==> src/rtl/alu_cmd_sequencer_if.sv <==
`default_nettype none
// ============================================================================
// Module      : alu_cmd_sequencer_if
// Description : Command stream, ALU port and response stream bundle for
//               alu_cmd_sequencer.
// Revision    : 1.0 - initial release
// ============================================================================
interface alu_cmd_sequencer_if;
    // command stream
    logic       cmd_valid;
    logic       cmd_ready;
    logic [1:0] cmd_op;
    logic [3:0] cmd_a;
    logic [3:0] cmd_b;
    logic [3:0] cmd_tag;

    // ALU drive and results
    logic [1:0] alu_S;
    logic [3:0] alu_A;
    logic [3:0] alu_B;
    logic [3:0] add_result;
    logic [3:0] sub_result;
    logic [3:0] and_result;
    logic       bit5;
    logic       sub_sign;
    logic       GT;
    logic       EQ;
    logic       LT;

    // response stream and status
    logic       rsp_valid;
    logic       rsp_ready;
    logic [4:0] rsp_data;
    logic [1:0] rsp_op;
    logic [3:0] rsp_tag;
    logic       busy;
    logic [7:0] done_count;

    modport slave (
        input  cmd_valid, cmd_op, cmd_a, cmd_b, cmd_tag,
        output cmd_ready,
        output alu_S, alu_A, alu_B,
        input  add_result, sub_result, and_result, bit5, sub_sign, GT, EQ, LT,
        output rsp_valid, rsp_data, rsp_op, rsp_tag,
        input  rsp_ready,
        output busy, done_count
    );

    modport master (
        output cmd_valid, cmd_op, cmd_a, cmd_b, cmd_tag,
        input  cmd_ready,
        input  alu_S, alu_A, alu_B,
        output add_result, sub_result, and_result, bit5, sub_sign, GT, EQ, LT,
        input  rsp_valid, rsp_data, rsp_op, rsp_tag,
        output rsp_ready,
        input  busy, done_count
    );
endinterface
`default_nettype wire

==> src/rtl/alu_cmd_sequencer.sv <==
`default_nettype none
// ============================================================================
// Module      : alu_cmd_sequencer
// Description : 2-entry command FIFO feeding the 4-bit ALU; one packed,
//               tagged response per command over a valid/ready stream.
// Revision    : 1.0 - initial release
// ============================================================================
module alu_cmd_sequencer (
    input  wire logic          clk,
    input  wire logic          rst_n,
    alu_cmd_sequencer_if.slave bus
);

    typedef enum logic [1:0] {
        ST_IDLE  = 2'd0,
        ST_ISSUE = 2'd1,
        ST_RESP  = 2'd2
    } state_t;

    typedef struct packed {
        logic [1:0] op;
        logic [3:0] a;
        logic [3:0] b;
        logic [3:0] tag;
    } cmd_t;

    localparam logic [1:0] c_FIFO_DEPTH = 2'd2;

    state_t     r_state;
    state_t     w_state_nxt;

    cmd_t       r_fifo [2];
    logic       r_wr_ptr;
    logic       r_rd_ptr;
    logic [1:0] r_count;

    logic [1:0] r_alu_S;
    logic [3:0] r_alu_A;
    logic [3:0] r_alu_B;
    logic [3:0] r_tag;

    logic       r_rsp_valid;
    logic [4:0] r_rsp_data;
    logic [1:0] r_rsp_op;
    logic [3:0] r_rsp_tag;
    logic [7:0] r_done_count;

    logic       w_cmd_ready;
    logic       w_push;
    logic       w_pop;
    logic       w_capture;
    logic       w_retire;
    cmd_t       w_head;
    cmd_t       w_cmd_in;
    logic [4:0] w_rsp_pack;

    // Ready comes from the registered count only; a pop does not free a slot
    // for a push in the same cycle.
    assign w_cmd_ready = (r_count < c_FIFO_DEPTH);
    assign w_push      = bus.cmd_valid && w_cmd_ready;
    assign w_head      = r_fifo[r_rd_ptr];
    assign w_cmd_in    = '{op: bus.cmd_op, a: bus.cmd_a, b: bus.cmd_b, tag: bus.cmd_tag};

    always_ff @(posedge clk or negedge rst_n) begin
        if (!rst_n) begin
            r_state <= ST_IDLE;
        end else begin
            r_state <= w_state_nxt;
        end
    end

    always_comb begin
        w_state_nxt = r_state;
        w_pop       = 1'b0;
        w_capture   = 1'b0;
        w_retire    = 1'b0;
        case (r_state)
            ST_IDLE: begin
                if (r_count != 2'd0) begin
                    w_pop       = 1'b1;
                    w_state_nxt = ST_ISSUE;
                end
            end
            ST_ISSUE: begin
                w_capture   = 1'b1;
                w_state_nxt = ST_RESP;
            end
            ST_RESP: begin
                if (bus.rsp_ready) begin
                    w_retire    = 1'b1;
                    w_state_nxt = ST_IDLE;
                end
            end
            default: w_state_nxt = ST_IDLE;
        endcase
    end

    // The issued op lives in r_alu_S; it selects the packing at capture.
    always_comb begin
        w_rsp_pack = 5'd0;
        case (r_alu_S)
            2'b00:   w_rsp_pack = {bus.bit5, bus.add_result};
            2'b01:   w_rsp_pack = {bus.sub_sign, bus.sub_result};
            2'b10:   w_rsp_pack = {2'b00, bus.GT, bus.EQ, bus.LT};
            default: w_rsp_pack = {1'b0, bus.and_result};
        endcase
    end

    // Storage array carries no reset; occupancy is tracked by r_count.
    always_ff @(posedge clk) begin
        if (w_push) begin
            r_fifo[r_wr_ptr] <= w_cmd_in;
        end
    end

    always_ff @(posedge clk or negedge rst_n) begin
        if (!rst_n) begin
            r_wr_ptr     <= 1'b0;
            r_rd_ptr     <= 1'b0;
            r_count      <= 2'd0;
            r_alu_S      <= 2'd0;
            r_alu_A      <= 4'd0;
            r_alu_B      <= 4'd0;
            r_tag        <= 4'd0;
            r_rsp_valid  <= 1'b0;
            r_rsp_data   <= 5'd0;
            r_rsp_op     <= 2'd0;
            r_rsp_tag    <= 4'd0;
            r_done_count <= 8'd0;
        end else begin
            if (w_push) begin
                r_wr_ptr <= ~r_wr_ptr;
            end
            if (w_pop) begin
                r_rd_ptr <= ~r_rd_ptr;
                r_alu_S  <= w_head.op;
                r_alu_A  <= w_head.a;
                r_alu_B  <= w_head.b;
                r_tag    <= w_head.tag;
            end
            case ({w_push, w_pop})
                2'b10:   r_count <= r_count + 2'd1;
                2'b01:   r_count <= r_count - 2'd1;
                default: r_count <= r_count;
            endcase
            if (w_capture) begin
                r_rsp_valid <= 1'b1;
                r_rsp_data  <= w_rsp_pack;
                r_rsp_op    <= r_alu_S;
                r_rsp_tag   <= r_tag;
            end else if (w_retire) begin
                r_rsp_valid  <= 1'b0;
                r_done_count <= r_done_count + 8'd1;
            end
        end
    end

    assign bus.cmd_ready  = w_cmd_ready;
    assign bus.alu_S      = r_alu_S;
    assign bus.alu_A      = r_alu_A;
    assign bus.alu_B      = r_alu_B;
    assign bus.rsp_valid  = r_rsp_valid;
    assign bus.rsp_data   = r_rsp_data;
    assign bus.rsp_op     = r_rsp_op;
    assign bus.rsp_tag    = r_rsp_tag;
    assign bus.busy       = (r_state != ST_IDLE) || (r_count != 2'd0);
    assign bus.done_count = r_done_count;

endmodule
`default_nettype wire

==> src/flat_wrapper.sv <==
// flat-port wrapper written by rule: the top's interface ports become plain ports
module alu_cmd_sequencer_flat 
  (clk, rst_n, bus_cmd_valid, bus_cmd_op, bus_cmd_a, bus_cmd_b, bus_cmd_tag, bus_cmd_ready, bus_alu_S, bus_alu_A, bus_alu_B, bus_add_result, bus_sub_result, bus_and_result, bus_bit5, bus_sub_sign, bus_GT, bus_EQ, bus_LT, bus_rsp_valid, bus_rsp_data, bus_rsp_op, bus_rsp_tag, bus_rsp_ready, bus_busy, bus_done_count);
  alu_cmd_sequencer_if bus_i ();
  input  wire logic clk;
  input  wire logic rst_n;
  input wire logic [$bits(bus_i.cmd_valid)-1:0] bus_cmd_valid;
  input wire logic [$bits(bus_i.cmd_op)-1:0] bus_cmd_op;
  input wire logic [$bits(bus_i.cmd_a)-1:0] bus_cmd_a;
  input wire logic [$bits(bus_i.cmd_b)-1:0] bus_cmd_b;
  input wire logic [$bits(bus_i.cmd_tag)-1:0] bus_cmd_tag;
  output wire logic [$bits(bus_i.cmd_ready)-1:0] bus_cmd_ready;
  output wire logic [$bits(bus_i.alu_S)-1:0] bus_alu_S;
  output wire logic [$bits(bus_i.alu_A)-1:0] bus_alu_A;
  output wire logic [$bits(bus_i.alu_B)-1:0] bus_alu_B;
  input wire logic [$bits(bus_i.add_result)-1:0] bus_add_result;
  input wire logic [$bits(bus_i.sub_result)-1:0] bus_sub_result;
  input wire logic [$bits(bus_i.and_result)-1:0] bus_and_result;
  input wire logic [$bits(bus_i.bit5)-1:0] bus_bit5;
  input wire logic [$bits(bus_i.sub_sign)-1:0] bus_sub_sign;
  input wire logic [$bits(bus_i.GT)-1:0] bus_GT;
  input wire logic [$bits(bus_i.EQ)-1:0] bus_EQ;
  input wire logic [$bits(bus_i.LT)-1:0] bus_LT;
  output wire logic [$bits(bus_i.rsp_valid)-1:0] bus_rsp_valid;
  output wire logic [$bits(bus_i.rsp_data)-1:0] bus_rsp_data;
  output wire logic [$bits(bus_i.rsp_op)-1:0] bus_rsp_op;
  output wire logic [$bits(bus_i.rsp_tag)-1:0] bus_rsp_tag;
  input wire logic [$bits(bus_i.rsp_ready)-1:0] bus_rsp_ready;
  output wire logic [$bits(bus_i.busy)-1:0] bus_busy;
  output wire logic [$bits(bus_i.done_count)-1:0] bus_done_count;
  assign bus_i.cmd_valid = bus_cmd_valid;
  assign bus_i.cmd_op = bus_cmd_op;
  assign bus_i.cmd_a = bus_cmd_a;
  assign bus_i.cmd_b = bus_cmd_b;
  assign bus_i.cmd_tag = bus_cmd_tag;
  assign bus_cmd_ready = bus_i.cmd_ready;
  assign bus_alu_S = bus_i.alu_S;
  assign bus_alu_A = bus_i.alu_A;
  assign bus_alu_B = bus_i.alu_B;
  assign bus_i.add_result = bus_add_result;
  assign bus_i.sub_result = bus_sub_result;
  assign bus_i.and_result = bus_and_result;
  assign bus_i.bit5 = bus_bit5;
  assign bus_i.sub_sign = bus_sub_sign;
  assign bus_i.GT = bus_GT;
  assign bus_i.EQ = bus_EQ;
  assign bus_i.LT = bus_LT;
  assign bus_rsp_valid = bus_i.rsp_valid;
  assign bus_rsp_data = bus_i.rsp_data;
  assign bus_rsp_op = bus_i.rsp_op;
  assign bus_rsp_tag = bus_i.rsp_tag;
  assign bus_i.rsp_ready = bus_rsp_ready;
  assign bus_busy = bus_i.busy;
  assign bus_done_count = bus_i.done_count;
  alu_cmd_sequencer u_core (.clk(clk), .rst_n(rst_n), .bus(bus_i));
endmodule
==> config.mk <==
export PLATFORM = sky130hd
export DESIGN_NAME = alu_cmd_sequencer_flat
export DESIGN_NICKNAME = d
export VERILOG_FILES = /design/src/rtl/alu_cmd_sequencer_if.sv /design/src/rtl/alu_cmd_sequencer.sv /design/src/flat_wrapper.sv
export SDC_FILE = /design/constraint.sdc
export NUM_CORES = 1
export LEC_CHECK = 0
export ABC_CLOCK_PERIOD_IN_PS = 2000
export CAP_MARGIN = 20
export CORE_MARGIN = 2
export CORE_UTILIZATION = 45
export CTS_CLUSTER_DIAMETER = 150
export CTS_CLUSTER_SIZE = 16
export DETAILED_ROUTE_END_ITERATION = 10
export GPL_TIMING_DRIVEN = 0
export PLACE_DENSITY = 0.74
export RECOVER_POWER = 100
export SYNTH_ARGS = -nofsm -noshare
export SYNTH_HDL_FRONTEND = slang
export SYNTH_SLANG_ARGS = --single-unit
==> constraint.sdc <==
create_clock -name clk -period 2 [get_ports clk]
set_input_delay 0.3 -clock clk [delete_from_list [all_inputs] [get_ports clk]]
set_output_delay 0.3 -clock clk [all_outputs]
set_load 0.005 [all_outputs]
==> impl_metrics.py, run 1 <==
metrics = {
    "status": {
        "status": "complete, no violations",
    },
    "detailed_routing": {
        "viasPerCell": 4.90,
        "dr_total_vias": 1584,
        "drt_pass1_iterations": 4,
        "first_iter_violations": 75,
        "routed_wl_um": 4750,
        "drc": 0,
        "wire_per_inst_um": 14.7,
        "ant_nets": 0,
    },
    "global_route": {
        "gr-usage-all-layers_pct": 15.7,
        "grt_remaining_overflow": 0,
        "antenna_found_initial": 0,
        "grt_pass1_wl_um": 7710,
        "grt_max_degree": 32,
        "grt_pass1_vias": 1653,
    },
    "synthesis": {
        "yosysSeqAreaShare_pct": 67.6,
        "netlist_area_mm2": 0.00272,
        "yosys_register_bits": 68,
        "ys.warnings.count": 0,
        "synth_nets": 200,
        "yosysUniqueCellTypes": 25,
        "synthCells": 163,
        "synth.avg_cell_area_um2": 16.7,
    },
    "timing": {
        "tightest_slew_ns": 0.743,
        "grt_setup_unrepaired": "false",
        "slew_violations": 0,
        "worst_slack_ns": 0.198,
        "max_slew_margin_pct": 50.5,
        "fin_crit_sh_pct": 90.1,
        "fin_skew_ns": 0.00624,
        "hold_viol": 0,
        "fmax_mhz": 555,
        "setup_viol": 0,
        "whs_ns": 0.464,
        "fin_crit_ns": 1.80,
    },
    "worst_setup_path": {
        "crit_cells": 3,
        "critPathBufInv": 1,
        "start_kind": "register",
        "crit_arrival_ns": 1.50,
        "reg2reg_depth": 4,
        "worstPathRequired_ns": 1.70,
        "cp_max_fo": 3,
        "cpPeakStageDelay_ns": 0.45,
        "critPathTopFamily": "buffers and inverters",
        "cp_cell_sequence": "nor2_2 -> nand2_1 -> clkdlybuf4s50_1",
        "critPathSlowestCell": "clkdlybuf4s50_1",
        "crit_type": "register to primary output",
        "end_kind": "primary output",
    },
    "cts": {
        "cts.htree.levels": 3,
        "cts_buffers": 9,
        "clkTransAtPathRegs_ns": 0.07,
        "cts_buffer_depth": 2,
        "root_buffer": "clkbuf_8",
        "cts_sinks": 68,
        "worstSkewPairLatency_ns": 0.33,
        "cts_tree": "built",
        "postCtsSetupRepairBufs": 0,
    },
    "placed_design": {
        "port_buffers": 66,
        "place_area_mm2": 0.00350,
        "place_hpwl_um": 3430,
        "dpl_worst_slack_ns": 0.0312,
        "gp_congestion": 0.659,
    },
    "floorplanning": {
        "io_pins": 67,
        "die_area_mm2": 0.00669,
        "die_h_um": 81.8,
        "num_rows": 28,
        "core_area_mm2": 0.00589,
        "initial_core_util_pct": 46.3,
        "die_x_um": 81.8,
    },
    "pwr": {
        "leakagePower_nw": 1.47,
        "peakVddDrop_v": 0.000894,
        "power_per_cell_area_mw_per_mm2": 1440,
        "total_power_mw": 5.28,
    },
    "finish": {
        "syn_to_final_growth_pct": 34.8,
        "fin_nets": 280,
        "diodes": 0,
        "design_area_mm2": 0.00367,
        "nFillCells": 475,
        "regArea_mm2": 0.00184,
        "layout-drive-gt1-share_pct": 25.4,
        "multi_input_area_um2": 818,
    },
    "worst_hold_path": {
        "hp-class": "input pin to async pin",
    },
    "flow_run": {
        "drv_cap": 0,
    },
}
## metal layers
layer | global-route usage [%] | up-vias | routed length, um | part of all wire (%)
met5 | 0 | - | 0 | 0
met1 | 20.3 | 782 | 2080 | 44
li1 | - | 754 | - | -
met2 | 25.0 | 41 | 2380 | 50
met3 | 3.63 | 7 | 227 | 4.8
met4 | 7.50 | 0 | 59 | 1.2
## area by class of cell
| class | instances | share of cell area [%] |
|---|---|---|
| Multi-Input combinational cell | 87 | 22.3 |
| Timing Repair Buffer | 69 | 18.5 |
| Clock inverter | 1 | 0.136 |
| Tap cell | 75 | 2.56 |
| Buffer | 7 | 1.36 |
| Sequential cell | 68 | 50.2 |
| Inverter | 1 | 0.102 |
| Clock buffer | 15 | 4.81 |
## cell families after synthesis
logic type      after synthesis  synth area share [%]
compound gates                3                 0.643
xor+xnor                     12                  3.86
fa+ha+maj                     2                 0.919
buf+inv                       8                  2.30
flops                        68                  67.6
mux                          44                  19.3
simple gates                 26                  5.29
## through the flow
step	TNS, ns	instances	utilization, %
2_1_floorplan	0	163	-
3_3_place_gp	-20.74	304	59.1
3_5_place_dp	0	306	59.5
4_1_cts	0	323	62.8
5_1_grt	0	323	62.4
6_report	0	323	62.4
## what timing repair did
item	CTS	global route
resized for setup	0	1
hold buffers	1	0
endpoints found under the setup margin	0	1
endpoints found under the hold margin	9	0
## synth_stat cells
library cell   n  share of area (%)
o21ai_0        2               0.37
nor2_1         5               0.69
mux2i_1        2               0.74
nand2b_2       1               0.32
buf_6          4                1.7
nand2_1        6               0.83
nand2b_1       1               0.23
buf_2          2               0.37
nand3_1        4               0.74
and3_1         2               0.46
nor3_4         1               0.60
dfrtp_1       40                 37
edfxtp_1      28                 31
nand3b_1       1               0.28
mux2_2        39                 16
nand4_1        1               0.23
clkbuf_1       1               0.14
and4b_1        1               0.37
mux4_2         3                2.5
inv_1          1               0.14
nor3_1         3               0.55
o31ai_1        1               0.28
xor2_1         5                1.6
xnor2_1        7                2.3
ha_1           2               0.92
## layout by cell type (no fill, tap or decap)
cell,instances
clkbuf_8,12
and3_1,2
nand3_1,4
nor2_1,4
edfxtp_1,28
dlygate4sd3_1,46
nand3b_1,1
mux4_2,3
nand2b_1,2
o31ai_1,1
ha_1,2
nand2_1,6
xor2_1,5
nor2_2,1
inv_1,1
nor3_1,3
clkinv_2,1
clkbuf_2,2
buf_6,4
nand4_1,1
dfrtp_1,40
and4b_1,1
xnor2_1,7
mux2i_1,2
o21ai_0,2
nor3_4,1
clkbuf_1,7
mux2_2,39
clkdlybuf4s50_1,20
## final timing paths
path                                                            from                                    to  slack [ns]
worst max-delay path                   u_core.r_count[0]$_DFFE_PN0P_                              bus_busy        0.20
max in group asynchronous                                      rst_n     u_core.bus.rsp_tag[2]$_DFFE_PN0P_        0.41
worst min-delay path                                           rst_n       u_core.bus.alu_B[3]$_DFFE_PN0P_        0.46
min in group clk                u_core.bus.done_count[7]$_DFFE_PN0P_  u_core.bus.done_count[7]$_DFFE_PN0P_        0.47
worst min register to register  u_core.bus.done_count[7]$_DFFE_PN0P_  u_core.bus.done_count[7]$_DFFE_PN0P_        0.47
worst max register to register           u_core.r_rd_ptr$_DFFE_PN0P_           u_core.r_tag[0]$_DFFE_PN0P_        0.27
## where the power goes
group / switching, mW / total (mW) / internal (mW)
logic: 0.807 / 2.05 / 1.24
clock network: 0.460 / 1.01 / 0.552
registers: 0.253 / 2.22 / 1.96
## state kept, by name, summed over array words and instances (netlist names), 2 cells and up
name,flops
u_core.r_tag,4
u_core.r_state,2
u_core.bus.alu_A,4
u_core.bus.rsp_op,2
u_core.r_count,2
u_core.bus.alu_B,4
u_core.bus.rsp_tag,4
u_core.r_fifo,28
u_core.bus.rsp_data,5
u_core.bus.alu_S,2
u_core.bus.done_count,8
(Power assumes the default switching activity.)
==> run 2: changes to the inputs <==
- CAP_MARGIN: 20 -> unset
- CORE_MARGIN: 2 -> unset
==> run 2 against run 1 <==
Sequential share of layout area rose by 0.15 points. Via count barely moved. Power rose by 0.25%. Cell count fell by 1.2%. Highest routed layer unchanged.
==> impl_metrics.py, run 2 (synthesis results as in run 1) <==
metrics = {
    "finish": {
        "layout-drive-gt1-share_pct": 25.9,
        "largest_reg_flops": 28,
        "final_common_cell": "dlygate4sd3_1",
        "nFillCells": 439,
        "fin_nets": 279,
        "top_register": "u_core.r_fifo",
        "post-route-util_pct": 64.5,
        "syn_to_final_growth_pct": 34.4,
        "diodes": 0,
        "fin_cells": 319,
        "final_cell_mix": "dlygate4sd3_1 (46), dfrtp_1 (40), mux2_2 (39), edfxtp_1 (28), clkdlybuf4s50_1 (20)",
    },
    "detailed_routing": {
        "viasPerCell": 4.97,
        "wire_per_inst_um": 14.8,
        "ant_nets": 0,
        "drt_pass1_iterations": 4,
        "routed_wl_um": 4730,
        "first_iter_violations": 45,
        "drc": 0,
        "dr_total_vias": 1585,
    },
    "timing": {
        "setup_viol": 0,
        "max_slew_margin_pct": 35.4,
        "slew_violations": 0,
        "tightest_slew_ns": 0.970,
        "fin_crit_sh_pct": 93.6,
        "grt_setup_unrepaired": "false",
        "whs_ns": 0.277,
        "fin_crit_ns": 1.87,
        "hold_viol": 0,
        "fmax_mhz": 534,
        "fin_skew_ns": 0.00581,
        "worst_slack_ns": 0.128,
    },
    "worst_setup_path": {
        "crit_type": "register to primary output",
        "start_kind": "register",
        "cp_max_fo": 7,
        "crit_arrival_ns": 1.57,
        "worstPathRequired_ns": 1.70,
        "end_kind": "primary output",
    },
    "floorplanning": {
        "num_rows": 27,
        "die_h_um": 79.8,
        "die_x_um": 79.8,
        "core_area_mm2": 0.00568,
        "die_area_mm2": 0.00637,
        "initial_core_util_pct": 48.0,
        "io_pins": 67,
    },
    "global_route": {
        "grt_pass1_wl_um": 7870,
        "grt_max_degree": 40,
        "grt_remaining_overflow": 0,
        "gr-usage-all-layers_pct": 17.2,
        "antenna_found_initial": 0,
        "grt_pass1_vias": 1609,
    },
    "cts": {
        "cts_tree": "built",
        "cts_buffer_depth": 2,
        "clkTransAtPathRegs_ns": 0.07,
        "cts_sinks": 68,
        "cts.htree.levels": 3,
        "root_buffer": "clkbuf_8",
        "worstSkewPairLatency_ns": 0.33,
        "cts_buffers": 9,
    },
    "pwr": {
        "power_per_cell_area_mw_per_mm2": 1450,
        "total_power_mw": 5.29,
        "peakVddDrop_v": 0.000997,
        "leakagePower_nw": 1.47,
    },
    "placed_design": {
        "place_hpwl_um": 3320,
        "dp_cells": 302,
        "gp_congestion": 0.695,
        "dpl_worst_slack_ns": -0.351,
        "port_buffers": 66,
    },
    "worst_hold_path": {
        "hp-class": "input pin to async pin",
    },
    "flow_run": {
        "drv_cap": 0,
    },
    "status": {
        "status": "complete, no violations",
    },
}
==> run 2: cell types whose count changed in the layout (fill, tap and decap cells not counted), sizes merged <==
| cell | change |
|---|---|
| clkbuf | -6 |
| clkinv | +2 |
| buf | +1 |
| bufinv | +1 |
| clkinvlp | +1 |
==> run 2: stage by stage <==
step	setup TNS, ns	cell area [um^2]
CTS	0	3680
finish	0	3660
global route	0	3660
detailed placement	-4.91	3490
global placement	-21.33	3470
floorplan	0	2720
==> run 2: worst max-delay path, cell delays in order (launching register included) <==
cell	delay (ns)
dfrtp_1	0.32
clkbuf_1	0.27
nor2_1	0.09
nand2_1	0.07
clkdlybuf4s50_1	0.49
==> run 2: layer usage <==
metal | global-route usage (%) | vias to the layer above | share of wire (%)
li1 | - | 757 | -
met1 | 22.6 | 783 | 44
met3 | 5.94 | 2 | 4.6
met4 | 6.43 | 0 | 0.30
met2 | 26.4 | 43 | 51
met5 | 0 | - | 0
==> run 2: final timing paths <==
path	startpoint	end	slack, ns	cells past startpoint
worst max register to register	u_core.r_state[1]$_DFFE_PN0P_	u_core.r_count[1]$_DFFE_PN0P_	0.21	6
worst max-delay path	u_core.r_state[1]$_DFFE_PN0P_	bus_busy	0.13	4
worst min-delay path	rst_n	u_core.bus.alu_B[3]$_DFFE_PN0P_	0.28	2
max in group asynchronous	rst_n	u_core.bus.alu_A[3]$_DFFE_PN0P_	0.58	3
min in group clk	u_core.bus.done_count[7]$_DFFE_PN0P_	u_core.bus.done_count[7]$_DFFE_PN0P_	0.46	1
worst min register to register	u_core.bus.done_count[7]$_DFFE_PN0P_	u_core.bus.done_count[7]$_DFFE_PN0P_	0.46	1
==> run 2: layout make-up <==
| cell class | count | area, um^2 | area share (%) |
|---|---|---|---|
| inverter | 1 | 3.75 | 0.103 |
| timing repair buffer | 68 | 669 | 18.3 |
| sequential | 68 | 1840 | 50.3 |
| clock buffer | 11 | 131 | 3.59 |
| multi-input combinational | 87 | 818 | 22.4 |
| buffer | 7 | 51.3 | 1.40 |
| clock inverter | 5 | 52.6 | 1.44 |
| tap | 72 | 90.1 | 2.46 |
==> run 2: what timing repair did <==
item | 4_1_cts | 5_1_grt
hold buffers | 1 | 0
endpoints found under the setup margin | 14 | 0
endpoints found under the hold margin | 40 | 0
resized for setup | 1 | 0
buffers inserted | 0 | 0
==> run 2: where the power goes <==
group          internal, mW  switching, mW  leakage (nW)  total (mW)
clock                 0.570          0.469        0.0931        1.04
combinational          1.24          0.806         0.636        2.04
sequential             1.97          0.247         0.739        2.21
==> run 3: changes to the inputs <==
- CTS_CLUSTER_SIZE: 16 -> unset
==> results of run 3 <==
Final layout, timing and power as in run 2 (identical DEF).
